[src/rtl/multicycle_ctrl.sv]
// rtl/multicycle_ctrl.sv - multicycle MIPS-subset control FSM with memory-wait timeout
module multicycle_ctrl #(
    parameter int MEM_TIMEOUT = 15,
    parameter bit EN_BNE      = 1'b1,
    parameter bit EN_ADDI     = 1'b1
) (
    input  logic        clk,
    input  logic        rst,
    input  logic [31:0] instr,
    input  logic        alu_z,
    input  logic        mem_ready,
    output logic [1:0]  pc_oe,
    output logic        pc_wr,
    output logic        ir_wr,
    output logic [1:0]  imm_oe,
    output logic [1:0]  ext_sel,
    output logic [1:0]  alu_op,
    output logic [2:0]  alu_ctrl,
    output logic        a_wr,
    output logic        b_wr,
    output logic        alu_oe,
    output logic        reg_oe,
    output logic        reg_wr,
    output logic [1:0]  reg_sel,
    output logic        mar_wr,
    output logic        mem_rd,
    output logic        mem_wr,
    output logic        mem_oe,
    output logic        mdr_src,
    output logic        mdr_oe,
    output logic        mdr_wr,
    output logic        illegal_op,
    output logic        mem_timeout,
    output logic [4:0]  state
);
    typedef enum logic [4:0] {
        S_IF0, S_IF1, S_IF2, S_IF3, S_ID, S_MA0, S_MA1, S_LW2, S_LW3, S_SW2, S_SW3,
        S_R0, S_R1, S_AI0, S_AI1, S_B0, S_B1, S_B2, S_B3, S_B4, S_JP, S_ERR
    } state_t;

    localparam logic [5:0] OP_LW   = 6'b100011;
    localparam logic [5:0] OP_SW   = 6'b101011;
    localparam logic [5:0] OP_R    = 6'b000000;
    localparam logic [5:0] OP_ADDI = 6'b001000;
    localparam logic [5:0] OP_BEQ  = 6'b000100;
    localparam logic [5:0] OP_BNE  = 6'b000101;
    localparam logic [5:0] OP_J    = 6'b000010;

    localparam int CW    = (MEM_TIMEOUT > 1) ? $clog2(MEM_TIMEOUT + 1) : 1;
    localparam int TO_M1 = (MEM_TIMEOUT > 0) ? MEM_TIMEOUT - 1 : 0;

    state_t        cur;
    state_t        id_next;
    logic          started;
    logic [5:0]    opcode;
    logic [CW-1:0] wait_cnt;
    logic          timeout_hit;
    logic          taken;
    logic          instr_unused;

    function automatic state_t dispatch(input logic [5:0] op);
        case (op)
            OP_LW, OP_SW: dispatch = S_MA0;
            OP_R:         dispatch = S_R0;
            OP_ADDI:      dispatch = EN_ADDI ? S_AI0 : S_ERR;
            OP_BEQ:       dispatch = S_B0;
            OP_BNE:       dispatch = EN_BNE ? S_B0 : S_ERR;
            OP_J:         dispatch = S_JP;
            default:      dispatch = S_ERR;
        endcase
    endfunction

    assign instr_unused = ^instr[25:0];
    assign id_next      = dispatch(opcode);
    assign timeout_hit  = (MEM_TIMEOUT > 0) && (wait_cnt == CW'(TO_M1));
    assign taken        = (opcode == OP_BNE) ? ~alu_z : alu_z;
    assign state        = cur;

    // started holds outputs quiet for the first edge after reset so IF0 begins on that edge
    always_ff @(posedge clk or posedge rst) begin
        if (rst) begin
            cur         <= S_IF0;
            started     <= 1'b0;
            opcode      <= 6'd0;
            wait_cnt    <= '0;
            illegal_op  <= 1'b0;
            mem_timeout <= 1'b0;
        end else if (!started) begin
            started <= 1'b1;
        end else begin
            case (cur)
                S_IF0: cur <= S_IF1;
                S_IF1: begin
                    if (mem_ready) begin
                        opcode   <= instr[31:26];
                        cur      <= S_IF2;
                        wait_cnt <= '0;
                    end else if (timeout_hit) begin
                        cur         <= S_ERR;
                        mem_timeout <= 1'b1;
                        wait_cnt    <= '0;
                    end else if (MEM_TIMEOUT > 0) begin
                        wait_cnt <= wait_cnt + CW'(1);
                    end
                end
                S_IF2: cur <= S_IF3;
                S_IF3: cur <= S_ID;
                S_ID: begin
                    cur <= id_next;
                    if (id_next == S_ERR) illegal_op <= 1'b1;
                end
                S_MA0: cur <= S_MA1;
                S_MA1: cur <= (opcode == OP_LW) ? S_LW2 : S_SW2;
                S_LW2: begin
                    if (mem_ready) begin
                        cur      <= S_LW3;
                        wait_cnt <= '0;
                    end else if (timeout_hit) begin
                        cur         <= S_ERR;
                        mem_timeout <= 1'b1;
                        wait_cnt    <= '0;
                    end else if (MEM_TIMEOUT > 0) begin
                        wait_cnt <= wait_cnt + CW'(1);
                    end
                end
                S_LW3: cur <= S_IF0;
                S_SW2: cur <= S_SW3;
                S_SW3: begin
                    if (mem_ready) begin
                        cur      <= S_IF0;
                        wait_cnt <= '0;
                    end else if (timeout_hit) begin
                        cur         <= S_ERR;
                        mem_timeout <= 1'b1;
                        wait_cnt    <= '0;
                    end else if (MEM_TIMEOUT > 0) begin
                        wait_cnt <= wait_cnt + CW'(1);
                    end
                end
                S_R0:  cur <= S_R1;
                S_R1:  cur <= S_IF0;
                S_AI0: cur <= S_AI1;
                S_AI1: cur <= S_IF0;
                S_B0:  cur <= S_B1;
                S_B1:  cur <= taken ? S_B2 : S_IF0;
                S_B2:  cur <= S_B3;
                S_B3:  cur <= S_B4;
                S_B4:  cur <= S_IF0;
                S_JP:  cur <= S_IF0;
                S_ERR: cur <= S_ERR;
                default: cur <= S_ERR;
            endcase
        end
    end

    always_comb begin
        pc_oe    = 2'b00;
        pc_wr    = 1'b0;
        ir_wr    = 1'b0;
        imm_oe   = 2'b00;
        ext_sel  = 2'b00;
        alu_op   = 2'b00;
        alu_ctrl = 3'b000;
        a_wr     = 1'b0;
        b_wr     = 1'b0;
        alu_oe   = 1'b0;
        reg_oe   = 1'b0;
        reg_wr   = 1'b0;
        reg_sel  = 2'b00;
        mar_wr   = 1'b0;
        mem_rd   = 1'b0;
        mem_wr   = 1'b0;
        mem_oe   = 1'b0;
        mdr_src  = 1'b0;
        mdr_oe   = 1'b0;
        mdr_wr   = 1'b0;
        if (started) begin
            case (cur)
                S_IF0: begin pc_oe = 2'b11; mar_wr = 1'b1; a_wr = 1'b1; end
                S_IF1: begin mem_rd = 1'b1; mem_oe = 1'b1; ir_wr = mem_ready; end
                S_IF2: begin ext_sel = 2'b10; imm_oe = 2'b11; b_wr = 1'b1; end
                S_IF3: begin alu_ctrl = 3'b100; alu_oe = 1'b1; pc_wr = 1'b1; end
                S_ID:  begin reg_sel = 2'b00; reg_oe = 1'b1; a_wr = 1'b1; end
                S_MA0, S_AI0: begin ext_sel = 2'b00; imm_oe = 2'b11; b_wr = 1'b1; end
                S_MA1: begin alu_ctrl = 3'b100; alu_oe = 1'b1; mar_wr = 1'b1; end
                S_LW2: begin mem_rd = 1'b1; mdr_src = 1'b1; mdr_wr = mem_ready; end
                S_LW3: begin mdr_oe = 1'b1; reg_sel = 2'b01; reg_wr = 1'b1; end
                S_SW2: begin reg_sel = 2'b01; reg_oe = 1'b1; mdr_wr = 1'b1; end
                S_SW3: mem_wr = 1'b1;
                S_R0, S_B0: begin reg_sel = 2'b01; reg_oe = 1'b1; b_wr = 1'b1; end
                S_R1:  begin alu_op = 2'b10; alu_oe = 1'b1; reg_sel = 2'b10; reg_wr = 1'b1; end
                S_AI1: begin alu_ctrl = 3'b100; alu_oe = 1'b1; reg_sel = 2'b01; reg_wr = 1'b1; end
                S_B1:  begin alu_ctrl = 3'b110; alu_op = 2'b01; end
                S_B2:  begin pc_oe = 2'b11; a_wr = 1'b1; end
                S_B3:  begin ext_sel = 2'b01; imm_oe = 2'b11; b_wr = 1'b1; end
                S_B4:  begin alu_ctrl = 3'b100; alu_oe = 1'b1; pc_wr = 1'b1; end
                S_JP:  begin pc_oe = 2'b10; ext_sel = 2'b11; imm_oe = 2'b01; pc_wr = 1'b1; end
                default: ;
            endcase
        end
    end
endmodule
[config.mk]
export PLATFORM = sky130hd
export DESIGN_NAME = multicycle_ctrl
export DESIGN_NICKNAME = d
export VERILOG_FILES = /design/src/rtl/multicycle_ctrl.sv
export SDC_FILE = /design/constraint.sdc
export NUM_CORES = 1
export LEC_CHECK = 0
export ABC_AREA = 0
export BUFFER_PORTS_ARGS = -buffer_cell sky130_fd_sc_hd__buf_2
export CORE_UTILIZATION = 48
export DETAILED_ROUTE_END_ITERATION = 12
export GPL_TIMING_DRIVEN = 0
export PLACE_DENSITY = 0.81
export SYNTH_ARGS = -nofsm -noshare
export SYNTH_HDL_FRONTEND = slang
export SYNTH_SLANG_ARGS = --single-unit
[constraint.sdc]
create_clock -name clk -period 2.3 [get_ports clk]
set_clock_uncertainty 0.1 [all_clocks]
set_input_delay 0.115 -clock clk [delete_from_list [all_inputs] [get_ports clk]]
set_output_delay 0.115 -clock clk [all_outputs]
set_load 0.01 [all_outputs]
# After elaboration in Yosys (flattened, before gate mapping)
# Index checks and enable logic that the tools add are counted.
[op_classes] n_addsub=1 bitwise=2 n_reduce_logical=22 eq_ne=28 mux=51
[ops] operator="5-bit one-hot mux with 17 select lines" n=1
[ops] operator="5-bit by 4-bit == test with 1-bit output (second input constant)" n=8
[ops] operator="5-bit == test (second input constant)" n=6
[ops] operator="1-bit 2-to-1 mux" n=28
[ops] operator="5-bit 2-to-1 mux" n=5
[ops] operator="5-bit one-hot mux with 5 select lines" n=1
[ops] operator="5-bit by 3-bit == test with 1-bit output (second input constant)" n=4
[ops] operator="2-bit one-hot mux with 2 select lines" n=4
[ops] operator="5-bit OR reduction" n=3
[ops] operator="6-bit by 3-bit == test with 1-bit output (second input constant)" n=2
[ops] operator="6-bit == test (second input constant)" n=2
[ops] operator="4-bit 2-to-1 mux" n=3
[ops] operator="3-bit OR reduction" n=4
[ops] operator="4-bit OR reduction" n=3
[ops] operator="5-bit by 2-bit == test with 1-bit output (second input constant)" n=2
[ops] operator="2-bit 2-to-1 mux" n=5
[ops] operator="2-bit OR reduction" n=5
[ops] operator="6-bit by 2-bit == test with 1-bit output (second input constant)" n=1
[ops] operator="6-bit by 4-bit == test with 1-bit output (second input constant)" n=1
[ops] operator="6-bit zero test" n=1
[ops] operator="2-bit one-hot mux with 3 select lines" n=1
[ops] operator="3-bit one-hot mux with 2 select lines" n=1
[ops] operator="3-bit AND reduction" n=2
[ops] operator="6-bit OR reduction" n=1
[ops] operator="9 further kinds" n=10
[totals] input_bits=36 register_bits=18 elab_cells=110 out_inout_bits=34

# Logic depth before layout (Yosys ltp)
[logic_depth] ltp_word=5 ltp_mapped=8 ltp_nobuf=7

# Worst setup path after synthesis
# Ideal clock, no wire load.
[synth_path] path_type="register to output" startpoint="register cur[1], in the netlist state[1]" endpoint="output port a_wr" stages_incl_launch_ff=6 path_buffers=2 path_slack_ps=312 arrival_ps=1773 path_cell_list="dfrtp_1 > buf_4 > clkbuf_1 > or2_2 > nor4_1 > a21o_1"
[synth_between] elab_chain_cells=4 elab_cells_between_ends=6 classes_between="eq/ne (2); mux (2); reduce/logical (2)"
[synth_rtl] element="start: declaration" line="52" rtl="state_t cur;"
[synth_rtl] element="start signal: assignment" line="109" rtl="cur <= id_next;"
[synth_rtl] element="start signal: assignment" line="113" rtl="S_MA1: cur <= (opcode == OP_LW) ? S_LW2 : S_SW2;"
[synth_rtl] element="start signal: assignment" line="145" rtl="S_B1: cur <= taken ? S_B2 : S_IF0;"
[synth_rtl] element="5-bit by 3-bit == test with 1-bit output (tied with other cells)" line="178" rtl="case (cur)"
[synth_rtl] element="3-bit OR reduction (no source line) *"
[synth_rtl] element="1-bit 2-to-1 mux *" line="178"
[synth_rtl] element="1-bit 2-to-1 mux *" line="177" rtl="if (started) begin"
[synth_rtl] element="end: declaration" line="19" rtl="output logic a_wr,"
# Mark *: on every way between the ends. The rest lies on a longest branch, timed or not.

# Final worst setup path
# Same ends and word-level chain as after synthesis.

==> summary.txt <==
Status
  – Outcome: complete, no violations

Global routing
  – Vias in the first global route: 1,555
  – Total track usage: 26.7%
  – Initial antenna violation count: 0
  – First-pass GRT wire length: about 7000 um
  – Pin count of the biggest net entering global routing: 19
  – Gr ovfl total: 0

Logic synthesis
  – Yosys cell types: 55
  – Synth Area in Adders: 1.57%
  – Compound-Gate Fraction of Synth Area: 22.9%
  – Ys flop type: dfrtp_1
  – Simple-Gate Fraction of Synth Area: 34.0%
  – Yosys warns: 0
  – Syn Inst Count: 209
  – Syn_area_per_cell: 7.62 um^2
  – Fraction of registers with async set/reset: 100%
  – Yosys reg bits: 18
  – Post-synth net total: 247
  – Synth area leaders: dfrtp_1, nor2_1, nand2_1, mux2_2, nand2b_1
  – Largest area contributor in the netlist: dfrtp_1
  – Main combinational cell family by area after synthesis: simple AND/OR/NAND/NOR gates
  – Xor/xnor cell area share of the yosys netlist: around 1.6%
  – Mux cell area share after synthesis: 4.87%
  – Register area share after synthesis: between 20% and 30%
  – Cell area after synthesis: 0.00159 mm^2
  – Number of flops mapped to enable cells by yosys: 0
  – Yosys top cell area share: approximately 28%

Worst setup path
  – CP Launch Type: flop
  – CP max stage cell: dfrtp_1
  – CP required: 2090 ps
  – WP data arrival: approximately 2000 ps
  – Crit end category: output pin
  – Cell Chain, Critical Path: buf_4 -> clkbuf_2 -> or2_2 -> nor4_2 -> a21o_1 -> buf_2
  – Crit path depth: 6
  – Critical path's top delay family: simple AND/OR/NAND/NOR gates
  – CP Class: flop to output pin
  – Max incr delay on CP: roughly 390 ps
  – CP max FO: 10
  – R2R depth: 6
  – CP bufs+invs: 3

Clock tree
  – TritonCTS clock tree: yes
  – Clock latency on the worst-skew pair: 300 ps
  – CTS Buffer Depth: 2
  – Clk pin slew, worst setup/hold paths: ~100 ps
  – Root Buffer Master: clkbuf_4
  – CTS Buf Count: 3
  – Post-CTS Setup Bufs: 0
  – H-tree Lvls: 1
  – Clk sinks: 18

Final layout
  – Most common cell after layout, fill and taps aside: buf_2
  – Antenna Diode Count: 0
  – Most frequent cells in the layout: buf_2, nor2_1, nand2_1, dfrtp_1
  – P&R area growth vs syn: 24.2%
  – Share of cells above drive strength 1: roughly 31%
  – Layout Nets: 301

STA
  – Fmax: 461 MHz
  – Hold Slack: around 87 ps
  – # setup viols final: 0
  – Pins Over Slew Limit: 0
  – Crit path time final: around 2200 ps
  – Worst-margin pin slew: between 600 and 700 ps
  – Setup_tns: 0 ps
  – Fin crit share: a little over nine tenths
  – Fin. Hold Viols: 0
  – Worst slew margin: 55.1%
  – RSZ-0062 raised after global routing: no

Drt
  – Residual DRC: 0
  – Pre-antenna DRT Iters: 4
  – DRT Wirelength: 4370 um
  – Wirelength per Cell: 14.3 um
  – Via Count: 1,757
  – Routed Antenna Nets: 0
  – Drt initial violations: roughly 120
  – Vias per cell: 5.74

Power and ir drop
  – Leak pwr: 0.953 nW
  – Peak supply drop: 0.621 mV
  – NetSw: 1.18 mW
  – Switch share: about half
  – Comb pwr share: 65.5%
  – Seq pwr share: a little over a quarter
  – Internal power: between 1 and 1.5 mW
  – Clock power share: 8.3%
  – Power Density: approximately 1200 mW/mm^2

Placed design
  – Gpl congestion: roughly 0.96
  – HPWL Detailed: roughly 3200 um
  – # port buffers: 42

Worst hold path
  – Hold depth: 4
  – Hold crit path type: primary input to flop

Floorplanning
  – CORE AREA: approximately 0.0031 mm^2
  – Die Y: 59.6 um
  – Rows: 20
  – Chip width: 59.6 um
  – Die area: 0.00355 mm^2
  – Initial core utilization: 51.3%
  – IO Count: 70

Run
  – Max Cap Violations: 0
[registers in the layout (all words and copies together), names as in the netlist]
signal,flops
opcode,6
state,5
wait_cnt,4
illegal_op,1
mem_timeout,1
started,1
[area by class of cell]
type                    count  area, um^2
flip-flops and latches     18         450
well taps                  44        55.1
fillers                   304        1120
multi-input cells         169        1050
plain buffers              16        83.8
repair buffers             49         280
inverters                   6        22.5
clock buffers               4        36.3
[through the flow]
step                std cells  setup WS (ps)  instance area (um^2)  power [mW]  util (%)
floorplan                 209            312                  1590        1.69         -
global placement          295            291                  1860        2.08      59.9
detailed placement        295            299                  1860        2.11      59.9
CTS                       306           9.58                  1970        2.32      63.3
global route              306           29.2                  1980        2.57      63.7
finish                    306            132                  1980        2.36      63.7
[path summary, 6_finish.rpt]
check                      startpoint           to  slack, ps
max in group asynchronous         rst     state[0]       1320
min in group asynchronous         rst      started        350
min reg2reg                illegal_op   illegal_op        380
max reg2reg                  state[0]     state[2]        230
max                          state[1]         a_wr        130
min                         mem_ready  wait_cnt[2]         90
[power groups by stage]
stage,logic [mW],clock network [mW],registers (mW)
after floorplan,1.09,0,0.609
after global placement,1.46,0,0.619
after detailed placement,1.48,0,0.625
after CTS,1.50,0.204,0.619
after global routing,1.71,0.213,0.648
final,1.55,0.196,0.620
[metal layers]
metal | share of wire [%] | wire length, um | global-route usage, %
met3 | 8.2 | 359 | 4.37
met4 | 3.3 | 144 | 11.6
met1 | 42 | 1830 | 35.8
met5 | 0 | 0 | 0
met2 | 47 | 2040 | 42.4
[worst min-delay path, stage by stage]
cell and delay, ps:
buf_2 160, nor2_1 60, nand2_1 50, o21ai_0 60
[Yosys cell counts, drive strengths merged, types with 3 or more instances]
library cell  count
a21o              3
a21oi            11
a31o              3
and3              4
buf               6
clkbuf           10
dfrtp            18
inv               6
mux2              6
nand2            20
nand2b            9
nand3             7
nor2             27
nor2b             5
nor3             12
nor4              6
o211ai            5
o21a              7
o21ai             6
or2               5
[repair_timing]
item	CTS	global route
hold endpoints to repair	24	0
gates resized for setup	1	7
hold buffers	7	0
setup endpoints to repair	2	11
[cells by family (layout without fill, tap and decap cells)]
| family | after synthesis | in the layout |
|---|---|---|
| AND/OR/NAND/NOR | 105 | 105 |
| buffers and inverters | 22 | 75 |
| XOR/XNOR | 2 | 2 |
| flip-flops | 18 | 18 |
| multiplexers | 7 | 7 |
| AO/OA/AOI/OAI | 51 | 51 |
| other | 2 | 2 |
| adder cells (fa/ha/maj) | 2 | 2 |
No activity file was read; power rests on OpenSTA's default activity.
